<file path="src/rtl/byte_serial_adder.sv">
// Multi-byte serial adder: one byte pair per beat, LSB first, through a
// conditional-sum byte adder, with the packed result held on a valid/ready port.

module conditional_sum_adder (
    input  logic [7:0] x,
    input  logic [7:0] y,
    input  logic       cin,
    output logic [7:0] s,
    output logic       cout
);
    logic [4:0] lo;
    logic [4:0] hi0;
    logic [4:0] hi1;

    // Upper nibble is precomputed for both carries; the lower nibble carry selects.
    assign lo   = {1'b0, x[3:0]} + {1'b0, y[3:0]} + {4'b0, cin};
    assign hi0  = {1'b0, x[7:4]} + {1'b0, y[7:4]};
    assign hi1  = hi0 + 5'd1;
    assign s    = {(lo[4] ? hi1[3:0] : hi0[3:0]), lo[3:0]};
    assign cout = lo[4] ? hi1[4] : hi0[4];
endmodule

// state | meaning
// ACC   | accepting operand beats, cnt = index of the next byte
// HOLD  | result presented on out_*, waiting for out_ready
module byte_serial_adder #(
    parameter int NBYTES = 4
) (
    input  logic                clk,
    input  logic                rst,
    input  logic                in_valid,
    output logic                in_ready,
    input  logic [7:0]          in_x,
    input  logic [7:0]          in_y,
    input  logic                in_cin,
    output logic                out_valid,
    input  logic                out_ready,
    output logic [8*NBYTES-1:0] out_sum,
    output logic                out_cout,
    output logic                out_ovf
);
    localparam int CW = $clog2(NBYTES);
    localparam logic [CW-1:0] LAST = CW'(NBYTES - 1);

    localparam logic [0:0] ACC  = 1'b0;
    localparam logic [0:0] HOLD = 1'b1;

    logic [0:0]    state;
    logic [CW-1:0] cnt;
    logic          carry_q;
    logic          cin_sel;
    logic [7:0]    s;
    logic          c;
    logic          xfer;

    assign in_ready  = (state == ACC);
    assign out_valid = (state == HOLD);
    assign xfer      = in_valid && in_ready;
    assign cin_sel   = (cnt == '0) ? in_cin : carry_q;

    conditional_sum_adder u_csa (
        .x    (in_x),
        .y    (in_y),
        .cin  (cin_sel),
        .s    (s),
        .cout (c)
    );

    always_ff @(posedge clk) begin
        if (rst) begin
            state    <= ACC;
            cnt      <= '0;
            carry_q  <= 1'b0;
            out_sum  <= '0;
            out_cout <= 1'b0;
            out_ovf  <= 1'b0;
        end else begin
            case (state)
                ACC: begin
                    if (xfer) begin
                        for (int k = 0; k < NBYTES; k++) begin
                            if (cnt == k[CW-1:0]) out_sum[k*8 +: 8] <= s;
                        end
                        carry_q <= c;
                        if (cnt == LAST) begin
                            cnt      <= '0;
                            state    <= HOLD;
                            out_cout <= c;
                            out_ovf  <= (in_x[7] == in_y[7]) && (s[7] != in_x[7]);
                        end else begin
                            cnt <= cnt + 1'b1;
                        end
                    end
                end
                HOLD: begin
                    if (out_ready) state <= ACC;
                end
                default: state <= ACC;
            endcase
        end
    end
endmodule

</file>
<file path="config.mk">
export PLATFORM = sky130hd
export DESIGN_NAME = byte_serial_adder
export DESIGN_NICKNAME = d
export VERILOG_FILES = /design/src/rtl/byte_serial_adder.sv
export SDC_FILE = /design/constraint.sdc
export NUM_CORES = 1
export LEC_CHECK = 0
export ABC_CLOCK_PERIOD_IN_PS = 4200
export CORE_UTILIZATION = 51
export CTS_BUF_LIST = sky130_fd_sc_hd__clkbuf_4 sky130_fd_sc_hd__clkbuf_8
export DETAILED_ROUTE_END_ITERATION = 12
export PLACE_DENSITY_LB_ADDON = 0.1
export SLEW_MARGIN = 20
export SYNTH_ARGS = -nofsm -noshare
export SYNTH_HDL_FRONTEND = slang
export SYNTH_SLANG_ARGS = --single-unit
</file>
<file path="constraint.sdc">
create_clock -name clk -period 4.2 [get_ports clk]
set_input_delay 0.63 -clock clk [delete_from_list [all_inputs] [get_ports clk]]
set_output_delay 0.63 -clock clk [all_outputs]
set_load 0.02 [all_outputs]
</file>
==> results of run 1 <==
-- synth_stat cells --
library cell | number | area [µm²]
dfxtp_1 | 38 | 761
nand2_1 | 38 | 143
a21oi_1 | 21 | 105
nor2_1 | 17 | 63.8
ha_1 | 12 | 150
a211oi_1 | 8 | 60.1
inv_1 | 8 | 30.0
clkbuf_1 | 7 | 26.3
a22o_1 | 5 | 43.8
and2_1 | 5 | 31.3
o21ai_0 | 4 | 20.0
a211oi_2 | 3 | 37.5
fa_1 | 3 | 60.1
xnor2_1 | 3 | 26.3
xor2_1 | 3 | 26.3
a21o_1 | 1 | 7.51
a21oi_2 | 1 | 8.76
a32o_1 | 1 | 10.0
and3_1 | 1 | 6.26
and4_4 | 1 | 11.3
buf_1 | 1 | 3.75
mux2_2 | 1 | 11.3
mux2i_1 | 1 | 10.0
nand2b_1 | 1 | 6.26
nand3_1 | 1 | 5.00
nor2b_1 | 1 | 6.26
o211a_1 | 1 | 10.0
o31ai_1 | 1 | 7.51
or2_2 | 1 | 6.26
xnor3_1 | 1 | 22.5
xnor3_2 | 1 | 23.8
xor2_2 | 1 | 16.3
-- cell usage in the layout, fill, tap and decap left out, drive strengths merged, types with 2 or more instances in the layout --
cell type,count
a211oi,11
a21oi,22
a22o,5
and2,5
clkbuf,6
clkdlybuf4s50,56
dfxtp,38
fa,3
ha,12
inv,8
nand2,38
nor2,17
o21ai,4
xnor2,3
xnor3,2
xor2,4
-- registers in the layout, indices dropped and copies added, names as in the netlist --
name	count
out_sum	32
out_valid	1
out_ovf	1
out_cout	1
cnt	2
carry_q	1
-- worst max-delay path, delay by kind of cell, from the launching register on --
| family | cells | cell delay, ns |
|---|---|---|
| adders and majority gates | 3 | 0.81 |
| and+or+nand+nor | 2 | 0.47 |
| DFF | 1 | 0.38 |
| buffers and inverters | 2 | 0.15 |
| xor gates and xnor gates | 1 | 0.39 |
| muxes | 1 | 0.24 |
| AOI/OAI and AO/OA | 2 | 0.46 |
-- cell type report --
class	instances	area, µm²	share of cell area [%]
timing repair buffer	57	568	23.4
multi-input combinational	138	936	38.5
clock inverter	1	30.0	1.24
sequential	38	761	31.3
clock buffer	6	51.3	2.11
inverter	8	30.0	1.24
tap	44	55.1	2.26
-- worst max-delay path by stage --
stage	startpoint	cells after the start	end	slack (ns)
finish	cnt[0]	11	out_sum[7]	1.25
detailed placement	in_cin	10	out_sum[7]	0.92
CTS	cnt[0]	11	out_sum[7]	1.25
global route	cnt[0]	11	out_sum[7]	1.11
floorplan	cnt[0]	11	out_sum[15]	1.48
global placement	in_cin	10	out_sum[7]	1.01
-- cells by family (layout without fill, tap and decap cells) --
logic type | count (synthesis) | in the layout | synth area share, %
AO/OA/AOI/OAI | 46 | 46 | 17.7
XOR/XNOR | 9 | 9 | 6.55
adder cells (fa/ha/maj) | 15 | 15 | 12.0
buffers and inverters | 16 | 72 | 3.42
flip-flops | 38 | 38 | 43.3
multiplexers | 2 | 2 | 1.21
AND/OR/NAND/NOR | 66 | 66 | 15.9
-- where the power goes --
group	switching [mW]	internal [mW]	leakage (nW)	total [mW]
sequential	0.0117	0.382	0.309	0.394
combinational	0.130	0.104	0.587	0.234
clock	0.118	0.139	0.0443	0.257
-- routing by layer --
metal / track usage (%) / vias up / part of all wire [%] / wire length, µm
li1: - / 759 / - / -
met5: 0 / - / 0 / 0
met1: 31.9 / 674 / 46 / 1830
met2: 36.4 / 59 / 44 / 1760
met4: 10.7 / 0 / 2.8 / 112
met3: 7.25 / 11 / 6.4 / 255
==> results list, run 1 <==
- Result of the run: finished clean
* Via/cell ratio: 5.15
- Starting density of the core: 55.7%
* Setup slack of the worst register-to-register path: around 1.3 ns
* Unrepaired setup endpoints after global routing: false
* Cells along the critical path: inv_1 -> ha_1 -> mux2_2 -> fa_1 -> inv_1 -> fa_1 -> nand2b_1 -> a21oi_2 -> and4_4 -> xnor3_2 -> a211oi_2
* Global-route wire length before repair: 6.30 mm
- In this run the most critical hold path is launched from out_sum[8].
- At the worst endpoint, the required time is 4.48 ns.
- Setup-violating endpoint count in the final report: 0
- Least-Margin Pin Slew: 0.795 ns
- Power density over the cells: 364 mW/mm²
- Global-route usage over all layers: about a quarter
* Final core utilization: just under 80%
* Overflow left after global routing: 0
- After clock tree synthesis, the setup repair step added 0 buffers.
- Synthesis-stage register bit count: 38
* Total wire length: 3.96 mm
* Crit share post-route: 70.1%
- CTS H-Tree Depth: 2
- The clock net in this run drives a total of 38 sinks.
- From bottom edge to top edge, the die measures between 60 and 70 µm.
- Worst Path Arrival: 3.22 ns
- Worst clock skew: 0.00816 ns
- WHS Path Cells: 2
- Post-route antenna net violation count: 0
- Drt initial violations: 39
* Via count of the first global-routing pass: 1396
- In the post-route analysis, the smallest setup slack over all paths is 1.25 ns.
* Total number of placement rows: 20
- Worst-path clk slew: roughly 0.11 ns
- WHS Endpoint: out_sum[8]
- Fraction of the yosys area taken by sequential cells: between 40% and 50%
- Maximum number of pins on one net before global-route repair: 31
- In the final routed layout, each cell accounts on average for around 14 µm.
* Maximum clock insertion buffer count: 2
- Nature of the critical path startpoint: flip-flop
- Ant. Diodes: 0
* Class of the worst hold path: flip-flop to flip-flop
- Maximum single-stage delay on the critical path: between 0.3 and 0.4 ns
- The total count of hold-check failures in the final report came to 0.
- Along the worst path, the maximum fanout reaches 4.
- Slew headroom: between 40% and 50%
* Number of optimization iterations in the first detailed-route pass: 4
- The critical path in this run is classified as flip-flop to flip-flop.
* Hold_ws: approximately 0.46 ns
- The number of hold buffers added after CTS was 0.
- # port buffers: 56
* Number of clock buffers inserted by TritonCTS: 5
- The die covers 0.00368 mm².
- Number of warning messages in the yosys log: 0
* Net count after synthesis: approximately 230
* Post-route DRC violation count: 0
- Type of element capturing the critical path: flip-flop
- Count of mapped cells out of synthesis: 192
- Including well taps, the total number of placed cells is approximately 290.
* Number of antenna violations at the first check in global routing: 0
* Worst slack at placement: around 0.92 ns
- Final Instance Area: 0.00243 mm²
- A synthesized cell averages slightly above 9 µm².
- The region available for standard cell placement spans around 0.0032 mm².
- Number of distinct library cell variants in the gate-level netlist after synthesis: 32
* Count of pins over their slew limit: 0
- Count of fill cells added during filler insertion: 256
- The root buffer cell chosen for the clock tree is clkbuf_4.
- After the flow finishes, the layout carries non-filler instances totaling 292.
- VDD sags by at most 218 µV.
- Time the worst path needs with I/O delays and setup: 2.95 ns
* I/O Pins: 57
- The net count of the finished layout is approximately 280.
* Total placed instance area: 0.00235 mm²
- Estimated wirelength of the detail-placed design: 2.97 mm
* Setup TNS after final layout: 0 ns
- Crit-path slowest cell: xnor3_2
- Vias: 1503
- Fraction of layout cells with a size suffix above 1: 6.85%
- R2r startpoint: cnt[0]
* Cell area after synthesis: 0.00176 mm²
* Upper clock frequency limit: about 340 MHz
- The endpoint identified for the worst register-to-register timing path is out_sum[7].
- Total of max-cap violations: 0
- Placer's final routability congestion estimate: 0.753
* Gates resized, CTS repair: 0
- TritonCTS clock tree: done
* Clk Latency, worst-skew pair: between 0.3 and 0.4 ns
* Layout Area Growth over Synthesis: 38.4%
- In this run the horizontal extent of the chip is 60.7 µm.
* Number of cells on the worst reg-to-reg path: 11
* Static Leak: 0.941 nW
- Total power draw: 885 µW
Note: power is estimated with default switching activity, not from simulation.
==> run 2, diff against run 1 <==
ABC_CLOCK_PERIOD_IN_PS = 2800   (was 4200)
CORE_UTILIZATION = 47   (was 51)
clock period = 2.8 ns   (was 4.2 ns; I/O delays follow)
==> run 2 against run 1 <==
Against the previous run:
- worst setup slack got worse by 1.2 ns
- wire length rose by 4.2%
- largest cell class unchanged
- combinational power rose by 69%
- global-route usage shrank 1.8 points
- sequential power increased by 50%
- critical endpoint is now out_ovf
- hold slack worse by 0.0046 ns
- via count is 1.4% higher
- cell count is 4.8% higher
- highest routed layer unchanged
- total power rose by 56%
- fmax grew 7.8%
- design area is 4.8% higher
==> results list, run 2 (synthesized netlist as in run 1, its figures left out) <==
- The number of standard-cell rows in the floorplan came to 21 (+5.0%).
- By startpoint and endpoint, the worst setup path is classified as flip-flop to flip-flop.
- The count of TritonRoute iterations in the first routing pass came to 4 (unchanged).
* Met1 wire length: 2.04 mm (+11%)
- Overall die area: 0.00399 mm² (+8.2%)
- Maximum clock insertion buffer count: 2 (unchanged)
- Via count of the first global-routing pass: 1443 (+3.4%)
- Power density over the cells: 541 mW/mm² (+49%)
- Drt initial violations: 59 (+51%)
* Static Leak: 1.00 nW (+6.7%)
- Worst slack at placement: -0.157 ns (-1.07 ns)
* Overflow left after global routing: 0 (unchanged)
* Global-route wire length before repair: 6.76 mm (+7.4%)
- Post-route DRC violation count: 0 (unchanged)
- The total count of hold-check failures in the final report was 0 (unchanged).
- Die width: 63.1 µm (+4.0%)
- Fraction of layout cells with a size suffix above 1: 12.7% (+5.8 points)
- The clock-pin slew of the registers on the worst-case setup and hold paths came to 0.08 ns (-0.03 ns).
* # port buffers: 56 (unchanged)
- The utilization of the core after routing was 73.4% (-3.7 points).
* Max reg flops: 32 (unchanged)
- The global router's overall resource usage is 22.3% (-1.8 points).
- Among the stages of the critical path, the cell type that occurs most often is inv_1.
- I/O Pins: 57 (unchanged)
- Number of clock sinks: 38 (unchanged)
* Worst clock skew: 0.00916 ns (+0.000993 ns)
* Reg with most FFs: out_sum
- TritonCTS built the clock tree.
- The slew at the pin closest to its max-slew limit came to 0.784 ns (-0.0106 ns).
* Setup-violating endpoint count in the final report: 0 (unchanged)
* Total placed instance area: 0.00243 mm² (+3.3%)
- The placed wire-length estimate after detailed placement was 3.02 mm (+1.5%).
* Slew headroom: 47.7% (+0.71 points)
- The cell sitting at the root of the clock tree is a clkbuf_8.
- Placer's final routability congestion estimate: 0.760 (+0.94%)
- Registers with the most flip-flops: out_sum (32), cnt (2)
* Maximum number of pins on one net before global-route repair: 27 (-13%)
- Count of pins over their slew limit: 0 (unchanged)
* Total power draw: 1.38 mW (+56%)
* Post-route antenna net violation count: 0 (unchanged)
* Total of max-cap violations: 0 (unchanged)
- Walking the worst path, the cells encountered are inv_1 -> ha_4 -> mux2_2 -> fa_1 -> inv_1 -> fa_2 -> nand2b_1 -> a21oi_2 -> and4_4 -> xnor3_1 -> a32o_1.
* Crit share post-route: 97.6% (+27 points)
- The required time of the critical path was 2.99 ns (-1.49 ns).
* Average wire length per cell after detail routing: 13.5 µm (-0.57%)
- The clock buffer count from CTS was 5 (unchanged).
* Total met2 wirelength after detailed routing: 1.90 mm (+7.9%)
- The count of nets after finishing came to 295 (+3.9%).
- Via/cell ratio: 4.98 (-3.2%)
- Total length of routed met3 wires: 134 µm (-47%)
- The core area came to 0.00347 mm² (+10%).
- Vias: 1524 (+1.4%)
- Crit-path max FO: 3 (-1)
- Among all stages on the critical path, the largest delay is contributed by fa_1.
- The total inserted antenna cells came to 0 (unchanged).
- Class of the worst hold path: flip-flop to flip-flop
- The total wire length after detailed routing is 4.12 mm (+4.2%).
- The depth of the CTS H-tree is 2 (unchanged).
- The arrival time of data at the critical path endpoint was 2.92 ns (-0.30 ns).
- Type of element capturing the critical path: flip-flop
- Upper clock frequency limit: 366 MHz (+7.8%)
- The delay contributed by the slowest stage of the critical path is 0.38 ns (about the same).
- The least setup slack across all paths after layout was 0.0677 ns (-1.19 ns).
- The clock network latency to the later pin of the worst-skew pair came to 0.29 ns (-0.05 ns).
- Top Layer Used: met4
* Setup TNS after final layout: 0 ns (unchanged)
* Most common library cell in the layout ignoring fill and taps: clkdlybuf4s50_1
- Number of antenna violations at the first check in global routing: 0 (unchanged)
- Chip height: 63.1 µm (+4.0%)
- Time the worst path needs with I/O delays and setup: 2.73 ns (-0.214 ns)
- Final Instance Area: 0.00255 mm² (+4.8%)
- The fill cell instance count of the final layout came to 294 (+15%).
- The library cells used most frequently in the layout, excluding fill and tap cells, are clkdlybuf4s50_1, nand2_1, dfxtp_1, a21oi_1, nor2_1.
- The worst vdd rail ir drop came to 419 µV (+92%).
* Starting density of the core: 50.6% (-5.1 points)
- The worst setup path is launched from a flip-flop.
* Layout Area Growth over Synthesis: 45.0%
- The flow ran to the end, and the final reports show no timing, DRC or antenna violations.
## run 2: final timing paths
path / from / endpoint / slack (ns) / cells after the start
hold reg to reg: out_sum[8] / out_sum[8] / 0.46 / 2
hold / removal: out_sum[8] / out_sum[8] / 0.46 / 2
setup / recovery: cnt[1] / out_ovf / 0.07 / 11
setup reg to reg: cnt[1] / out_ovf / 0.07 / 11
## run 2: area by class of cell
type | instances | area (µm²) | area share, %
clock buffer | 6 | 82.6 | 3.24
multi-input combinational | 138 | 951 | 37.3
tap | 46 | 57.6 | 2.26
clock inverter | 2 | 12.5 | 0.491
timing repair buffer | 68 | 651 | 25.5
sequential | 38 | 763 | 30.0
inverter | 8 | 30.0 | 1.18
## run 2: timing repair
item | in CTS | in global routing
buffers inserted | 0 | 1
pin swaps | 1 | 1
endpoints found under the setup margin | 2 | 4
hold buffers | 0 | 0
resized for setup | 0 | 5
## run 2: worst max-delay path, delay by kind of cell, from the launching register on
family,cells,cell delay (ns)
fa+ha+maj,3,0.74
simple gates,2,0.36
compound gates,2,0.34
flops,1,0.33
mux,1,0.33
xor+xnor,1,0.33
buf+inv,2,0.21
## run 2: metal layers
metal / GRT usage, % / vias up
li1: - / 785
met1: 30.7 / 695
met2: 34.5 / 38
met3: 4.89 / 6
met4: 6.98 / 0
met5: 0 / -
## run 2: metrics by stage
step           hold slack [ns]  instances
5_1_grt                  0.478        306
6_report                 0.457        306
3_5_place_dp             0.446        297
3_3_place_gp             0.438        297
2_1_floorplan            0.476        192
4_1_cts                  0.461        305
## run 2: where the power goes
part | internal, mW | switching [mW] | total, mW | leakage (nW)
clock | 0.198 | 0.193 | 0.391 | 0.0472
sequential | 0.574 | 0.0182 | 0.592 | 0.310
combinational | 0.191 | 0.204 | 0.395 | 0.646
total | 0.963 | 0.415 | 1.38 | 1.00
